**src/rtl/regfile_sb.sv**
```systemverilog
// Register file with two combinational read ports, one clocked write port,
// optional hardwired zero register, optional write-to-read bypass and a busy scoreboard.
module regfile_sb #(
   parameter int DATA_W   = 32,
   parameter int ADDR_W   = 5,
   parameter int ZERO_REG = 1,
   parameter int BYPASS   = 1
) (
   input  logic              clk,
   input  logic              rst,
   input  logic [ADDR_W-1:0] rd_addr0,
   input  logic [ADDR_W-1:0] rd_addr1,
   output logic [DATA_W-1:0] rd_data0,
   output logic [DATA_W-1:0] rd_data1,
   output logic              rd_busy0,
   output logic              rd_busy1,
   input  logic              wr_en,
   input  logic [ADDR_W-1:0] wr_addr,
   input  logic [DATA_W-1:0] wr_data,
   input  logic              iss_en,
   input  logic [ADDR_W-1:0] iss_addr,
   output logic              busy_any
);

   localparam int DEPTH = 2 ** ADDR_W;

   logic [DATA_W-1:0] mem_q [DEPTH];
   logic [DATA_W-1:0] mem_d [DEPTH];
   logic [DEPTH-1:0]  busy_q;
   logic [DEPTH-1:0]  busy_d;
   logic              wr_allow;

   logic [ADDR_W-1:0] rd_addr [2];
   logic [DATA_W-1:0] rd_data [2];
   logic              rd_busy [2];

   // Writes to the hardwired zero register are dropped everywhere, including the bypass path.
   always_comb begin
      wr_allow = wr_en && !((ZERO_REG != 0) && (wr_addr == '0));
   end

   // NOTE: combinational blocks start from a full default so no path leaves a variable unassigned (no latches).
   always_comb begin
      mem_d = mem_q;
      if (wr_allow) begin
         mem_d[wr_addr] = wr_data;
      end
   end

   // Clear on retire first, then set on issue, so a same-cycle issue keeps the register busy.
   always_comb begin
      busy_d = busy_q;
      if (wr_en) begin
         busy_d[wr_addr] = 1'b0;
      end
      if (iss_en) begin
         busy_d[iss_addr] = 1'b1;
      end
      if (ZERO_REG != 0) begin
         busy_d[0] = 1'b0;
      end
   end

   // NOTE: the storage array is reset on purpose; the datapath relies on every register reading 0 after reset.
   always_ff @(posedge clk) begin
      if (rst) begin
         mem_q  <= '{default: '0};
         busy_q <= '0;
      end else begin
         mem_q  <= mem_d;
         busy_q <= busy_d;
      end
   end

   always_comb begin
      rd_addr[0] = rd_addr0;
      rd_addr[1] = rd_addr1;
   end

   always_comb begin
      for (int i = 0; i < 2; i++) begin
         rd_data[i] = mem_q[rd_addr[i]];
         rd_busy[i] = busy_q[rd_addr[i]];
         if ((BYPASS != 0) && wr_allow && (wr_addr == rd_addr[i])) begin
            rd_data[i] = wr_data;
            rd_busy[i] = 1'b0;
         end
         if ((ZERO_REG != 0) && (rd_addr[i] == '0)) begin
            rd_data[i] = '0;
            rd_busy[i] = 1'b0;
         end
      end
   end

   assign rd_data0 = rd_data[0];
   assign rd_data1 = rd_data[1];
   assign rd_busy0 = rd_busy[0];
   assign rd_busy1 = rd_busy[1];

   // Registered state only: an issue or retire this cycle shows up next cycle.
   assign busy_any = |busy_q;

endmodule

```
**config.mk**
```make
export PLATFORM = sky130hd
export DESIGN_NAME = regfile_sb
export DESIGN_NICKNAME = d
export VERILOG_FILES = /design/src/rtl/regfile_sb.sv
export SDC_FILE = /design/constraint.sdc
export NUM_CORES = 2
export LEC_CHECK = 0
export BUFFER_PORTS_ARGS = -buffer_cell sky130_fd_sc_hd__buf_2
export CORE_MARGIN = 5
export CORE_UTILIZATION = 30
export DETAILED_ROUTE_END_ITERATION = 8
export GPL_ROUTABILITY_DRIVEN = 0
export HOLD_SLACK_MARGIN = 0.02
export PLACE_DENSITY = 0.45
export SLEW_MARGIN = 20
export SYNTH_ARGS = -nofsm -noshare
export SYNTH_HDL_FRONTEND = slang
export SYNTH_SLANG_ARGS = --single-unit
```
**constraint.sdc**
```tcl
create_clock -name clk -period 2.5 [get_ports clk]
set_input_delay 0.125 -clock clk [delete_from_list [all_inputs] [get_ports clk]]
set_output_delay 0.125 -clock clk [all_outputs]
set_load 0.1 [all_outputs]
```
==> qor.yml <==
outcome: "finished, violations left"
violations: "setup timing"
netlist_top_cells_area: "dfxtp_1 39%, mux4_2 17%, nand2_1 14%"
die_y_um: 436
yosysTopAreaCell: "dfxtp_1"
synth_edf_count: 0
cts_buffer_depth: 3
total_power_uw: 42200
grt_util_all_layers_pct: 26.5
worst_slew_margin_rel_pct: 33.6
hold_viol_final: 0
yosysMostFrequentCell: "nand2_1"
synthTopCellsByCount: "2082 x nand2_1, 1055 x dfxtp_1, 1050 x a21oi_1, 443 x clkbuf_1, 419 x mux4_2"
hp-start: "wr_data[22]"
synthXorXnorAreaFrac_pct: 0.161
dr_total_vias: 51100
maxCapViolations: 0
yosysSeqAreaShare_pct: 38.9
hp-class: "input pin to flop"
post_synth.cell_area_avg_um2: 8.68
synth_top_cell_area_share_pct: 38.9
leakage_uw: 0.0230
reg2reg_depth: 3
root_buffer: "clkbuf_16"
cts_made_buffers: 120
worstSetupPathType: "flop to primary output"
whs_ps: 83.2
drt_first_pass_iters: 9
clkTransAtPathRegs_ps: 60
powerDensity_nw_per_um2: 611
clkLatencyLatePin_ps: 760
synth_cell_type_count: 59
overflow: 0
muxShareOfSynthArea_pct: 22.5
worst_slew_pin_slew_ps: 992
vdd_drop_max_mv: 0.540
drv_slew: 0
grt_pass1_wl_um: 371000
synth_flop_cell: "dfxtp_1"
drtIter0Drc: 5398
worstReg2RegStart: "busy_q[16]$_SDFF_PP0_"
synth-simple-area-share_pct: 16.8
vias_per_cell: 5.75
die_area_um2: 190000
reg2reg_to: "busy_q[16]$_SDFF_PP0_"
crit_fanout: 3
synth_nets: 6315
synthAdderAreaFrac_pct: 0
synth_compound_area_share_pct: 16.1
routed_wl_um: 262000
yosys_warnings: 0
top_level_ports: 123
synth-seq-cells: 1055
crit_path_start_kind: "flop"
start_util_pct: 30.1
final.period_utilization_pct: 122
rsz0062_at_grt: "yes"
period_minus_slack_ps: 3060
cts_sinks: 1055
grt_start_max_net_pins: 108
setup_tns_ps: -8740
portBuffers: 122
die_w_um: 436
arrival_ps: 2930
min_to: "mem_q[54]$_SDFFE_PP0P_"
antenna_found_initial: 4
synthToLayoutAreaGrowth_pct: 27.1
crit_required_ps: 2380
ys_async_sr_fraction_pct: 0
htreeDepth: 3
netlist_area_um2: 54400
final-setup-viol-count: 59
dp_cells: 8608
crit_start: "mem_q[618]$_SDFFE_PP0P_"
drive_above_1_share_pct: 28.8
drc: 0
route.antenna.remaining_nets: 0
utilization_pct: 38.3
synth_top_family_by_area: "multiplexers"
fmax_mhz: 327
skew_ps: 0
endpoint_kind: "primary output"
wl_per_cell_um: 29.5
nets: 6468
hpwl_um: 164000
first_global_vias: 48700
core_area_um2: 181000
fin_ws_ps: -558
num_rows: 156
finalNonFillerCells: 8885
cts_tree: "done"
holdPathStages: 4
r2r_setup_slack_ps: 1260
syn-instance-count: 6259
-- power breakdown --
part | total, uW | switching (uW) | leakage [uW] | internal, uW
registers | 17000 | 93.9 | 0.00861 | 16900
logic | 5950 | 3900 | 0.0123 | 2060
clock network | 19300 | 7760 | 0.00211 | 11500
-- area by class of cell --
cell class                      count  area (um2)
Inverter                            8        30.0
Timing Repair Buffer              697        7870
Antenna cell                        3        7.51
Multi-Input combinational cell   4530       32600
Tap cell                         2370        2970
Clock buffer                      181        3670
Clock inverter                     41         583
Fill cell                       17900      111000
Sequential cell                  1055       21400
-- cell families after synthesis --
logic type                count (synthesis)
AOI/OAI and AO/OA                      1498
xor gates and xnor gates                 10
buffers and inverters                   674
DFF                                    1055
muxes                                   699
and+or+nand+nor                        2323
-- state kept, by name, indices dropped and copies added, names as in the netlist --
name    cells
busy_q     31
mem_q    1024
-- cells in the final DEF, fill, tap and decap left out, drive strengths merged, types with 20 or more instances in the layout --
master	instances
a22oi	102
dfxtp	1055
clkinv	23
clkbuf	183
buf	653
a211o	34
mux4	419
mux2i	266
a211oi	23
a221oi	92
nand2	2082
o311ai	20
dlygate4sd3	42
a221o	24
nor2b	60
nor2	98
a21oi	1050
o22ai	50
o21ai	48
-- critical path, cell delays in order, from the launching register on --
cell	delay (ps)
dfxtp_2	320
mux4_2	460
mux2_4	300
a21oi_4	200
o211ai_1	420
buf_4	320
buf_12	160
-- worst max-delay path by stage --
stage	end	slack [ps]
2_1_floorplan	rd_data1[10]	-500
3_3_place_gp	rd_data1[10]	-720
3_5_place_dp	rd_data1[10]	-780
4_1_cts	rd_data1[10]	-610
5_1_grt	rd_data1[10]	-560
6_report	rd_data1[10]	-560
-- through the flow --
stage / area, um2 / worst slack, ps
2_1_floorplan: 54700 / -500
5_1_grt: 69100 / -560
4_1_cts: 68500 / -612
3_3_place_gp: 62000 / -725
3_5_place_dp: 62000 / -784
6_report: 69100 / -558
-- per-layer routing --
layer  part of all wire [%]  track usage, %  vias to the layer above
met5                      0               0                        -
met2                     45            41.7                     2388
met1                     41            35.1                    25700
li1                       -               -                    22300
met4                    6.6            14.8                        0
met3                    7.6            3.86                      636
-- repair_timing --
action | 4_1_cts | 5_1_grt
buffers inserted | 13 | 5
gates cloned | 0 | 1
gates resized for setup | 463 | 179
hold buffers | 42 | 0
hold endpoints to repair | 698 | 0
pin swaps | 185 | 114
setup endpoints to repair | 67 | 67
No activity file was read; power rests on OpenSTA's default activity.
